<file path="src/rtl/move_queue_pkg.sv">
// Shared definitions for the move queue: playback states, the NOP code and the
// default geometry used by the solver interface and the move executor.
package move_queue_pkg;

  localparam int DEF_MOVE_W = 4;
  localparam int DEF_CHUNK  = 50;
  localparam int DEF_DEPTH  = 256;

  localparam int MOVE_NOP = 0;

  typedef enum logic [2:0] {
    IDLE,
    UNPACK,
    ISSUE,
    WAIT_GAP,
    WAIT_DONE,
    STEP_HOLD,
    FINISH
  } state_t;

endpackage

</file>
<file path="src/rtl/move_store.sv">
// Move buffer: one synchronous write port, one combinational read port so the
// player can fetch buf[curr_step] in the same cycle it issues the move.
module move_store #(
  parameter int MOVE_W = 4,
  parameter int DEPTH  = 256,
  parameter int AW     = (DEPTH > 1) ? $clog2(DEPTH) : 1
) (
  input  logic              clock,
  input  logic              wr_en,
  input  logic [AW-1:0]     wr_addr,
  input  logic [MOVE_W-1:0] wr_data,
  input  logic [AW-1:0]     rd_addr,
  output logic [MOVE_W-1:0] rd_data
);

  logic [MOVE_W-1:0] mem [DEPTH];

  always_ff @(posedge clock) begin
    if (wr_en) begin
      mem[wr_addr] <= wr_data;
    end
  end

  assign rd_data = mem[rd_addr];

endmodule

</file>
<file path="src/rtl/move_queue.sv">
// Move queue and player: unpacks chunks of move codes into the buffer (dropping
// NOPs) and plays them back to the executor over a start/done handshake.
module move_queue
  import move_queue_pkg::*;
#(
  parameter int MOVE_W = DEF_MOVE_W,
  parameter int CHUNK  = DEF_CHUNK,
  parameter int DEPTH  = DEF_DEPTH,
  parameter int CNT_W  = $clog2(DEPTH + 1)
) (
  input  logic                    clock,
  input  logic                    reset,
  input  logic                    load,
  input  logic [CHUNK*MOVE_W-1:0] chunk,
  input  logic                    run,
  input  logic                    step_mode,
  input  logic                    step,
  input  logic                    abort,
  input  logic                    move_done,
  output logic                    start_move,
  output logic [MOVE_W-1:0]       next_move,
  output logic                    load_done,
  output logic                    seq_done,
  output logic                    aborted,
  output logic                    overflow,
  output logic                    busy,
  output logic [CNT_W-1:0]        num_moves,
  output logic [CNT_W-1:0]        curr_step
);

  localparam int AW     = (DEPTH > 1) ? $clog2(DEPTH) : 1;
  localparam int SR_W   = CHUNK * MOVE_W;
  localparam int UCNT_W = $clog2(CHUNK + 1);

  state_t              state, state_next;
  logic [SR_W-1:0]     sr, sr_next;
  logic [UCNT_W-1:0]   ucnt, ucnt_next;
  logic                abort_latch, abort_latch_next;
  logic                start_move_next, load_done_next, seq_done_next;
  logic                aborted_next, overflow_next, busy_next;
  logic [MOVE_W-1:0]   next_move_next;
  logic [CNT_W-1:0]    num_moves_next, curr_step_next;

  logic                wr_en;
  logic [MOVE_W-1:0]   field;
  logic [MOVE_W-1:0]   rd_data;
  logic                abort_seen;

  move_store #(
    .MOVE_W (MOVE_W),
    .DEPTH  (DEPTH),
    .AW     (AW)
  ) u_store (
    .clock   (clock),
    .wr_en   (wr_en),
    .wr_addr (num_moves[AW-1:0]),
    .wr_data (field),
    .rd_addr (curr_step[AW-1:0]),
    .rd_data (rd_data)
  );

  assign field = sr[SR_W-1 -: MOVE_W];

  always_comb begin
    state_next       = state;
    sr_next          = sr;
    ucnt_next        = ucnt;
    abort_latch_next = abort_latch;
    start_move_next  = 1'b0;
    next_move_next   = next_move;
    load_done_next   = 1'b0;
    seq_done_next    = 1'b0;
    aborted_next     = 1'b0;
    overflow_next    = overflow;
    num_moves_next   = num_moves;
    curr_step_next   = curr_step;
    wr_en            = 1'b0;
    abort_seen       = abort_latch | abort;

    case (state)
      IDLE: begin
        if (load) begin
          state_next = UNPACK;
          sr_next    = chunk;
          ucnt_next  = '0;
        end else if (run) begin
          state_next = (num_moves != '0) ? ISSUE : FINISH;
        end
      end

      UNPACK: begin
        // One extra cycle after the last field produces load_done.
        if (abort) begin
          abort_latch_next = 1'b1;
          state_next       = FINISH;
        end else if (ucnt == UCNT_W'(CHUNK)) begin
          load_done_next = 1'b1;
          state_next     = IDLE;
        end else begin
          sr_next   = sr << MOVE_W;
          ucnt_next = ucnt + UCNT_W'(1);
          if (field != MOVE_W'(MOVE_NOP)) begin
            if (num_moves == CNT_W'(DEPTH)) begin
              overflow_next = 1'b1;
            end else begin
              wr_en          = 1'b1;
              num_moves_next = num_moves + CNT_W'(1);
            end
          end
        end
      end

      ISSUE: begin
        next_move_next   = rd_data;
        start_move_next  = 1'b1;
        curr_step_next   = curr_step + CNT_W'(1);
        abort_latch_next = abort_seen;
        state_next       = WAIT_GAP;
      end

      WAIT_GAP: begin
        abort_latch_next = abort_seen;
        state_next       = WAIT_DONE;
      end

      WAIT_DONE: begin
        // Abort only takes effect once the executor reports the move finished.
        abort_latch_next = abort_seen;
        if (move_done) begin
          if (abort_seen || (curr_step == num_moves)) begin
            state_next = FINISH;
          end else if (step_mode) begin
            state_next = STEP_HOLD;
          end else begin
            state_next = ISSUE;
          end
        end
      end

      STEP_HOLD: begin
        if (abort) begin
          abort_latch_next = 1'b1;
          state_next       = FINISH;
        end else if (step) begin
          state_next = ISSUE;
        end
      end

      FINISH: begin
        seq_done_next    = 1'b1;
        aborted_next     = abort_latch;
        num_moves_next   = '0;
        curr_step_next   = '0;
        next_move_next   = '0;
        overflow_next    = 1'b0;
        abort_latch_next = 1'b0;
        state_next       = IDLE;
      end

      default: state_next = IDLE;
    endcase

    busy_next = (state_next != IDLE);
  end

  always_ff @(posedge clock) begin
    if (reset) begin
      state       <= IDLE;
      sr          <= '0;
      ucnt        <= '0;
      abort_latch <= 1'b0;
      start_move  <= 1'b0;
      next_move   <= '0;
      load_done   <= 1'b0;
      seq_done    <= 1'b0;
      aborted     <= 1'b0;
      overflow    <= 1'b0;
      busy        <= 1'b0;
      num_moves   <= '0;
      curr_step   <= '0;
    end else begin
      state       <= state_next;
      sr          <= sr_next;
      ucnt        <= ucnt_next;
      abort_latch <= abort_latch_next;
      start_move  <= start_move_next;
      next_move   <= next_move_next;
      load_done   <= load_done_next;
      seq_done    <= seq_done_next;
      aborted     <= aborted_next;
      overflow    <= overflow_next;
      busy        <= busy_next;
      num_moves   <= num_moves_next;
      curr_step   <= curr_step_next;
    end
  end

endmodule
</file>
<file path="config.mk">
export PLATFORM = sky130hd
export DESIGN_NAME = move_queue
export DESIGN_NICKNAME = d
export VERILOG_FILES = /design/src/rtl/move_queue_pkg.sv /design/src/rtl/move_store.sv /design/src/rtl/move_queue.sv
export SDC_FILE = /design/constraint.sdc
export NUM_CORES = 2
export LEC_CHECK = 0
export BUFFER_PORTS_ARGS = -buffer_cell sky130_fd_sc_hd__buf_2
export CAP_MARGIN = 20
export CORE_ASPECT_RATIO = 0.5
export CORE_MARGIN = 2
export CORE_UTILIZATION = 35
export DETAILED_ROUTE_END_ITERATION = 10
export RECOVER_POWER = 50
export SYNTH_ARGS = -nofsm -noshare
export SYNTH_HDL_FRONTEND = slang
export SYNTH_SLANG_ARGS = --single-unit
</file>
<file path="constraint.sdc">
create_clock -name clock -period 5.6 [get_ports clock]
set_clock_uncertainty 0.1 [all_clocks]
set_input_delay 0.56 -clock clock [delete_from_list [all_inputs] [get_ports clock]]
set_output_delay 0.56 -clock clock [all_outputs]
set_load 0.01 [all_outputs]
</file>
==> results.md <==
* Top Ports at 236
* Post-synth top area cell: edfxtp_1
* Max_slew headroom at -1.23
* Pleak at 19.1 nW
* Die area at 0.149 mm²
* Comb power frac at 0.198
* GR Util All Layers at 0.189
* CTS buffer count at 118
* Finished Layout Cells at just under 6000
* Syn Std Cell Area at 0.0511 mm²
* Max-cap violations at 6
* Most common cell after layout, fill and taps aside: edfxtp_1
* Hold depth at 3
* F_max at between 0.2 and 0.25 GHz
* Fin nets at 4024
* Drt wl/cell at 24.5 µm
* Setup Viol. Count Final at 0
* Clk sink count at 1270
* CTS max path bufs at 3
* P_sw at 7.37 mW
* Final min period at 4.51 ns
* Chip Height at 274 µm
* Share of post-route cells with drive strength above 1 at 0.168
* Switch share at 0.291
* Number of synthesized flops with an enable pin at between 1000 and 1500
* Hold crit path type: primary input to register
* Via count at between 30000 and 40000
* Initial antenna violation count at 9
* Syn Area/Cell at 14.8 µm²
* Hold path endpoint: sr[4]
* DRT antenna net count at 0
* Crit path arrival time at 4.78 ns
* Compound-Gate Fraction of Synth Area at 0.0632
* Cell row count at ~100
* CP Max Fanout at 35
* PortBufs at 235
* Cells after Synth at 3461
* Post-Synth Simple-Gate Area at 0.0909
* Die W at 545 µm
* Syn nets at 3676
* Setup crit end kind: register
* Hpwl dp at 88800 µm
* First-pass GRT wire length at 211000 µm
* Primary FF master, synth: edfxtp_1
* Number of synthesized register bits at 1270
* CTS root buf: clkbuf_16
* Reg-to-Reg End: u_store.mem[136][0]
* Postcts setup bufs at 0
* Clk network pwr share at 0.318
* DR DRC count at 0
* Placed Cells at around 5500
* Register clock-pin slew on the reported worst setup and hold paths at 0.07 ns
* CTS tree: done
* Yosys warnings at 0
* Slew @ Worst Pin at 3.35 ns
* Post_cts resized at 0
* Router iterations before antenna repair at 6
* Post-Synth Adder-Cell Area at 0.00171
* TNS Setup at 0 ns
* Failing checks: capacitance limit, slew limit
* Worst vdd ir at 0.406 mV
* Routability cong. at between 0.8 and 0.9
* DR iter-0 viols at 3995
* FF-to-FF Start: sr[199]
* Reg2Reg Setup Slack at roughly 1.1 ns
* Main combinational cell family by area after synthesis: multiplexers
* Outcome: complete, but fails checks
* Post-synthesis xor/xnor area fraction at 0.00497
* Worst Reg-to-Reg Cells at 5
* Vias per cell at about 5.5
* Area contributors post-synth: edfxtp_1, dfxtp_1, mux4_2
* Final WL at 144000 µm
* Vias in the first global route at 31800
* Worst-Skew Late Latency at roughly 0.76 ns
* RSZ-0062 raised after global routing: false
* Pint at 17.9 mW
* Period Utilization, post-route at 0.805
* Commonest cells after routing, fill and taps aside: edfxtp_1, nor2_1, nand2_1
* Sequential Power Share at 0.485
* Largest net degree at the start of global routing at 208
* Worst EP required at 5.87 ns
* Post-synthesis mux area share at 0.116
* Fraction of registers with async set or reset after synthesis at 0
* CP Class: register to register
* Gr ovfl total at 0
* Worst Hold Launch: chunk[4]
* Core area at 0.145 mm²
* Register area share after synthesis at 0.698
* Area Overhead vs Synth at 17.0%
* Final hold viol count at 0
* Startpoint type of the worst setup path: register
* Synth cell types at 66
* Starting density of the core at 0.352
* H-tree levels at 3
* Max-slew violations at 674
* PwrDens at 423 mW/mm²
* Top cell type's share of synthesized area at 0.601
[worst max-delay path by stage]
| stage | start | end | slack [ns] | cells after the start |
|---|---|---|---|---|
| after global routing | sr[199] | u_store.mem[32][3] | 0.79 | 6 |
| final | sr[199] | u_store.mem[136][0] | 1.09 | 5 |
| after global placement | register | next_move[3] | 1.71 | 8 |
| after CTS | register | next_move[3] | 1.52 | 8 |
| after detailed placement | register | next_move[3] | 1.65 | 8 |
| after floorplan | sr[198] | u_store.mem[22][0] | 0.03 | 7 |
[synth_stat cells, drive strengths merged (5+ instances only)]
library cell / n
nor3: 18
o21ai: 23
clkbuf: 172
nand4: 14
xnor2: 7
nor4: 16
a211oi: 10
a2111oi: 11
nand3: 25
and2: 12
edfxtp: 1024
xor2: 22
inv: 10
a22oi: 27
mux4: 205
a22o: 5
nand2: 502
dfxtp: 246
buf: 84
mux2i: 114
nor2: 515
o211ai: 7
nor2b: 9
ha: 7
a21oi: 46
a311oi: 199
mux2: 8
o22ai: 25
nand2b: 13
o221ai: 25
and3: 5
a221oi: 8
[layer usage]
layer  wire length (µm)  up-vias  global-route usage
li1                   -    14000                   -
met1              60800    16500               0.265
met2              67100     1534               0.299
met3              12100      269              0.0386
met4               3970        0              0.0487
met5                  0        -                   0
[cells by family after synthesis]
family,Yosys count
and+or+nand+nor,1150
AOI/OAI and AO/OA,411
buffers and inverters,267
adders and majority gates,7
DFF,1270
xor gates and xnor gates,29
muxes,327
[power groups by stage]
stage / Clock (mW) / Sequential [mW] / Combinational, mW
final: 8.03 / 12.3 / 5.00
after global routing: 8.53 / 12.3 / 5.46
after CTS: 8.14 / 12.2 / 5.07
after detailed placement: 0 / 12.4 / 4.96
after global placement: 0 / 12.3 / 4.85
after floorplan: 0 / 12.6 / 3.25
[layout make-up]
class                   instances  area, µm²
clock inverters                65        647
flip-flops and latches       1270      35700
fillers                     13200      85600
repair buffers                484       3600
clock buffers                 156       3200
well taps                    1969       2460
diodes                          8       20.0
multi-input cells            1924      14200
inverters                      11       41.3
[through the flow]
| stage | utilization | power [mW] | area (µm²) | hold slack, ns | worst slack [ns] |
|---|---|---|---|---|---|
| after floorplan | - | 15.9 | 51100 | 0.348 | 0.0287 |
| after global placement | 0.373 | 17.2 | 54200 | 0.358 | 1.71 |
| after detailed placement | 0.373 | 17.3 | 54200 | 0.360 | 1.65 |
| after CTS | 0.412 | 25.4 | 60000 | 0.000237 | 1.52 |
| after global routing | 0.411 | 26.3 | 59800 | 0.00349 | 0.793 |
| final | 0.411 | 25.3 | 59800 | 0.0437 | 1.09 |
[flip-flops by register name, summed over array words and instances (netlist names), named ones only]
name         count
num_moves        9
load_done        1
curr_step        9
next_move        4
u_store.mem   1024
aborted          1
sr             200
start_move       1
abort_latch      1
ucnt             6
busy             1
overflow         1
state            3
seq_done         1
[worst max-delay path, cell delays in order (launching register included)]
cell and delay [ns]:
dfxtp_1 1.24, nor4_1 0.31, nor3_1 0.61, and3b_1 0.62
nand2_1 0.68, nor2_1 0.55
[timing repair]
action | in CTS | in global routing
endpoints found under the hold margin | 190 | 0
hold buffers | 190 | 0
endpoints found under the setup margin | 0 | 0
Note: power is estimated with default switching activity, not from simulation.
